<file path="config.mk">
export PLATFORM = sky130hd
export DESIGN_NAME = retry_inorder_end
export DESIGN_NICKNAME = d
export VERILOG_FILES = /design/src/rtl/retry_inorder_end_pkg.sv /design/src/rtl/retry_inorder_slots.sv /design/src/rtl/retry_inorder_end.sv
export SDC_FILE = /design/constraint.sdc
export NUM_CORES = 1
export LEC_CHECK = 0
export BUFFER_PORTS_ARGS = -buffer_cell sky130_fd_sc_hd__buf_2
export CAP_MARGIN = 20
export CORE_UTILIZATION = 55
export DETAILED_ROUTE_END_ITERATION = 12
export HOLD_SLACK_MARGIN = 0.08
export PLACE_DENSITY = 0.82
export SLEW_MARGIN = 20
export SYNTH_ARGS = -nofsm -noshare
export SYNTH_HDL_FRONTEND = slang
export SYNTH_SLANG_ARGS = --single-unit
</file>
<file path="constraint.sdc">
create_clock -name clk_i -period 4.06 [get_ports clk_i]
set_input_delay 0.203 -clock clk_i [delete_from_list [all_inputs] [get_ports clk_i]]
set_output_delay 0.203 -clock clk_i [all_outputs]
set_load 0.1 [all_outputs]
</file>
<file path="src/rtl/retry_inorder_end_pkg.sv">
// Shared constants and helpers for the in-order retry terminator and its slot store.
package retry_inorder_end_pkg;

  localparam int unsigned DefaultIdSize = 4;

  function automatic int unsigned slot_count(input int unsigned id_size);
    return 32'd1 << id_size;
  endfunction

endpackage

</file>
<file path="src/rtl/retry_inorder_slots.sv">
// Slot store indexed by ID: one write port, one read/clear port, full flag per entry.
module retry_inorder_slots
  import retry_inorder_end_pkg::*;
#(
  parameter type         DataType = logic,
  parameter int unsigned IDSize   = DefaultIdSize
) (
  input  logic              clk,
  input  logic              rst,
  input  logic              wr_en,
  input  logic [IDSize-1:0] wr_id,
  input  DataType           wr_data,
  input  logic [IDSize-1:0] rd_id,
  input  logic              clr_en,
  output logic              rd_full,
  output DataType           rd_data,
  output logic              wr_full
);

  localparam int unsigned Slots = slot_count(IDSize);

  logic [Slots-1:0] full;
  DataType          mem [Slots];

  // Full flags are control state; payload storage is never reset.
  always_ff @(posedge clk) begin
    if (rst) begin
      full <= '0;
    end else begin
      if (clr_en) full[rd_id] <= 1'b0;
      if (wr_en)  full[wr_id] <= 1'b1;
    end
  end

  always_ff @(posedge clk) begin
    if (wr_en) mem[wr_id] <= wr_data;
  end

  assign rd_full = full[rd_id];
  assign rd_data = mem[rd_id];
  assign wr_full = full[wr_id];

endmodule

</file>
<file path="src/rtl/retry_inorder_end.sv">
// Retry-loop terminator: bounces failed IDs back upstream and releases good items in ID order.
module retry_inorder_end
  import retry_inorder_end_pkg::*;
#(
  parameter type         DataType = logic,
  parameter int unsigned IDSize   = DefaultIdSize
) (
  input  logic              clk_i,
  input  logic              rst_i,
  input  DataType           data_i,
  input  logic [IDSize-1:0] id_i,
  input  logic              needs_retry_i,
  input  logic              valid_i,
  output logic              ready_o,
  output DataType           data_o,
  output logic              valid_o,
  input  logic              ready_i,
  output logic [IDSize-1:0] retry_id_o,
  output logic              retry_valid_o,
  input  logic              retry_ready_i,
  output logic [IDSize:0]   occupancy_o,
  output logic              drop_o
);

  localparam logic [IDSize-1:0] IdOne  = 1;
  localparam logic [IDSize:0]   OccOne = 1;

  logic [IDSize-1:0] expected_id;
  logic              retry_q_valid;
  logic [IDSize-1:0] retry_q_id;
  logic [IDSize:0]   occupancy;
  logic              drop;

  logic    slot_full_rd;
  logic    slot_full_wr;
  DataType slot_data;
  logic    good_in;
  logic    wr_en;
  logic    pop;
  logic    retry_load;

  assign good_in    = valid_i & ~needs_retry_i;
  assign wr_en      = good_in & ~slot_full_wr;
  assign pop        = slot_full_rd & ready_i;
  // Good items are always accepted; duplicates are swallowed rather than stalling upstream.
  assign ready_o    = needs_retry_i ? (~retry_q_valid | retry_ready_i) : 1'b1;
  assign retry_load = valid_i & needs_retry_i & ready_o;

  retry_inorder_slots #(
    .DataType(DataType),
    .IDSize  (IDSize)
  ) u_slots (
    .clk    (clk_i),
    .rst    (rst_i),
    .wr_en  (wr_en),
    .wr_id  (id_i),
    .wr_data(data_i),
    .rd_id  (expected_id),
    .clr_en (pop),
    .rd_full(slot_full_rd),
    .rd_data(slot_data),
    .wr_full(slot_full_wr)
  );

  always_ff @(posedge clk_i) begin
    if (rst_i) begin
      expected_id   <= '0;
      retry_q_valid <= 1'b0;
      retry_q_id    <= '0;
      occupancy     <= '0;
      drop          <= 1'b0;
    end else begin
      if (pop) expected_id <= expected_id + IdOne;

      // A load in the same cycle as a drain replaces the entry without a bubble.
      if (retry_load) begin
        retry_q_valid <= 1'b1;
        retry_q_id    <= id_i;
      end else if (retry_ready_i) begin
        retry_q_valid <= 1'b0;
      end

      case ({wr_en, pop})
        2'b10:   occupancy <= occupancy + OccOne;
        2'b01:   occupancy <= occupancy - OccOne;
        default: occupancy <= occupancy;
      endcase

      drop <= good_in & slot_full_wr;
    end
  end

  assign valid_o       = slot_full_rd;
  assign data_o        = slot_full_rd ? slot_data : '0;
  assign retry_valid_o = retry_q_valid;
  assign retry_id_o    = retry_q_id;
  assign occupancy_o   = occupancy;
  assign drop_o        = drop;

endmodule

</file>
==> reports/metrics.cfg <==
[hold_path]
min_to = retry_valid_o
hold_depth = 3
hold_start = valid_i
min_path_type = primary input to register

[clock_network]
cts.path.max_buffers = 2
cts_tree = yes
cts_buffers = 5
postCtsSetupRepairBufs = 0
cts-root-buf = clkbuf_8
clk_latency_ps = 310
path_clk_slew_ps = 90
cts_resized = 0
cts_hold_buf = 0
htreeDepth = 2
clkSinkCount = 51

[floorplanning]
initial_core_util_pct = 58.8
die_area_sq_um = 5070
die_h_um = 71.2
fp-row-count = 24
die_w_um = 71.2
core-area_sq_um = 4470
pin_count = 25

[global_routing]
track_usage_pct = 22.5
grt_antenna_before_repair = 0
grt_max_degree = 39
grt_overflow = 0
grt_first_pass_wirelength_um = 8690
grt_pass1_vias = 1807

[logic_synthesis]
netlist_area_sq_um = 2630
synthSimpleGateAreaFrac_pct = 19.7
muxShareOfSynthArea_pct = 18.8
synthCells = 258
synth_top_family_by_area = simple AND/OR/NAND/NOR gates
synth.distinct_cells = 36
ys_async_sr_fraction_pct = 0
ys_warn_count = 0
ys_ff_latch = 51
syn_area_per_cell_sq_um = 10.2
synthAdderAreaFrac_pct = 2.85
yosysSeqAreaShare_pct = 44.9
synth.net_count = 275
synth_edf_count = 16
ys.flop_type = dfxtp_1
synth_xor_area_share_pct = 2.33
synth_compound_area_share_pct = 7.46

[layout]
n_antenna_cell = 0
num-fill-cells = 364
multiInputGateArea_sq_um = 1350
nets = 293
instances_no_fill = 329
final_cell_area_sq_um = 2840
drive_gt1_share_pct = 17.0
seqCellArea_sq_um = 1180
finalCoreUtilization_pct = 63.5
syn2layout_area_growth_pct = 7.94

[timing]
fin_skew_ps = 6.44
fin_crit_ps = 3540
setup_violations = 0
slew_violations = 0
max_slew.worst_pin.slew_ps = 671
finalCritPeriodShare_pct = 87.3
setup_ws_ps = 516
setup_tns_ps = 0
timing.slew.headroom_pct = 55.2
hold_ws_ps = 161
rsz0062_at_grt = no
max_freq_mhz = 282
hold_viol_final = 0

[critical_path]
r2r_start = expected_id[1]
worstSetupPathType = register to register
reg2regPathDepth = 11
r2r_setup_slack_ps = 520
reg2reg_to = occupancy_o[2]
worstPathRequired_ps = 4260
cp.arrival_ps = 3750
end_kind = register
worstSetupStartpointType = register
crit_fanout = 18

[route]
first_pass_iters = 5
drt-initial-drc-count = 147
wl_um = 5290
vias = 1946
drc = 0
postRouteAntennaNets = 0
routedWlPerCell_um = 16.1
avgViaCountPerCell = 5.91

[placed_design]
place_congestion = 0.963
io_buffers = 24
preCtsSetupSlack_ps = 563
dpl-instance-area_sq_um = 2760
dp_hpwl_um = 3820
place_inst = 321

[power_and_ir_drop]
powerDensity_nw_per_um2 = 326
leakagePower_nw = 1.11
power_uw = 925
ir_drop_v = 0.000187

[run_status]
status = finished clean

[flow_run]
maxCapViolCount = 0

==> cells in the final DEF, fill, tap and decap left out, types with 2 or more instances in the layout <==
master / instances
xnor2_1: 2
a22oi_1: 6
inv_1: 10
edfxtp_1: 16
ha_1: 6
and2_1: 3
mux2_1: 3
mux2i_1: 13
nand2b_1: 7
a21oi_1: 17
clkbuf_8: 5
nor2_1: 41
mux4_2: 10
nor2b_1: 9
mux4_1: 4
or2_2: 4
xor2_1: 5
nor3_1: 7
o21ai_0: 9
buf_2: 24
nand4_1: 3
nor3b_1: 2
dfxtp_1: 35
nand2_1: 16
nand3_1: 7
==> Yosys cell counts (2+ instances only) <==
cell / instances / area [sq um]
nand4_1: 3 / 18.8
nor2b_1: 9 / 56.3
nor3b_1: 2 / 15.0
nand2b_1: 7 / 43.8
ha_1: 6 / 75.1
mux4_1: 4 / 105
mux2_1: 3 / 33.8
or2_2: 4 / 25.0
buf_1: 3 / 11.3
inv_1: 10 / 37.5
clkbuf_1: 8 / 30.0
xor2_1: 5 / 43.8
dfxtp_1: 35 / 701
a21oi_1: 17 / 85.1
mux2i_1: 13 / 130
and2_1: 3 / 18.8
nand2_1: 16 / 60.1
mux4_2: 10 / 225
nand3_1: 7 / 35.0
xnor2_1: 2 / 17.5
a22oi_1: 6 / 45.0
o21ai_0: 9 / 45.0
nor3_1: 7 / 35.0
nor2_1: 41 / 154
buf_6: 2 / 22.5
edfxtp_1: 16 / 480
==> routing by layer <==
layer | GRT usage, % | vias up | share of wire (%)
met3 | 4.99 | 10 | 7.9
met5 | 0 | - | 0
met2 | 36.3 | 80 | 47
met1 | 29.9 | 903 | 44
li1 | - | 953 | -
met4 | 8.22 | 0 | 1.5
==> layout make-up <==
| type | count | share of cell area, % |
|---|---|---|
| clock buffer | 6 | 2.55 |
| clock inverter | 2 | 0.440 |
| inverter | 10 | 1.32 |
| multi-input combinational | 183 | 47.3 |
| sequential | 51 | 41.6 |
| tap | 52 | 2.29 |
| timing repair buffer | 25 | 4.49 |
==> sequential cells by signal (all words and copies together) (netlist names), named ones only <==
name,count
u_slots.full,16
u_slots.mem,16
occupancy_o,5
expected_id,4
retry_id_o,4
drop_o,1
retry_valid_o,1
==> logic make-up (layout without fill, tap and decap cells) <==
family / Yosys count / after routing
fa+ha+maj: 6 / 6
xor+xnor: 7 / 7
buf+inv: 24 / 43
flops: 51 / 51
compound gates: 35 / 35
simple gates: 105 / 105
mux: 30 / 30
==> worst max path at each step <==
stage	cells past startpoint	to	startpoint
CTS	11	occupancy_o[2]	expected_id[1]
finish	11	occupancy_o[2]	expected_id[1]
floorplan	15	occupancy_o[2]	expected_id[1]
global route	11	occupancy_o[2]	expected_id[1]
detailed placement	11	occupancy_o[2]	expected_id[1]
global placement	11	occupancy_o[2]	expected_id[1]
==> worst max-delay path, stage by stage (launching register included) <==
cell and delay (ps):
dfxtp_1 530, mux4_1 600, mux4_2 500, and2_4 220, ha_1 340, xor2_1 190
ha_1 240, nor2_1 120, xor2_1 150, nor2_1 50, mux2i_1 160, mux2_1 330
==> where the power goes <==
group          internal [mW]  switching, mW
sequential             0.533        0.00651
clock                  0.121          0.164
combinational         0.0274         0.0738
total                  0.681          0.244
No activity file was read; power rests on OpenSTA's default activity.
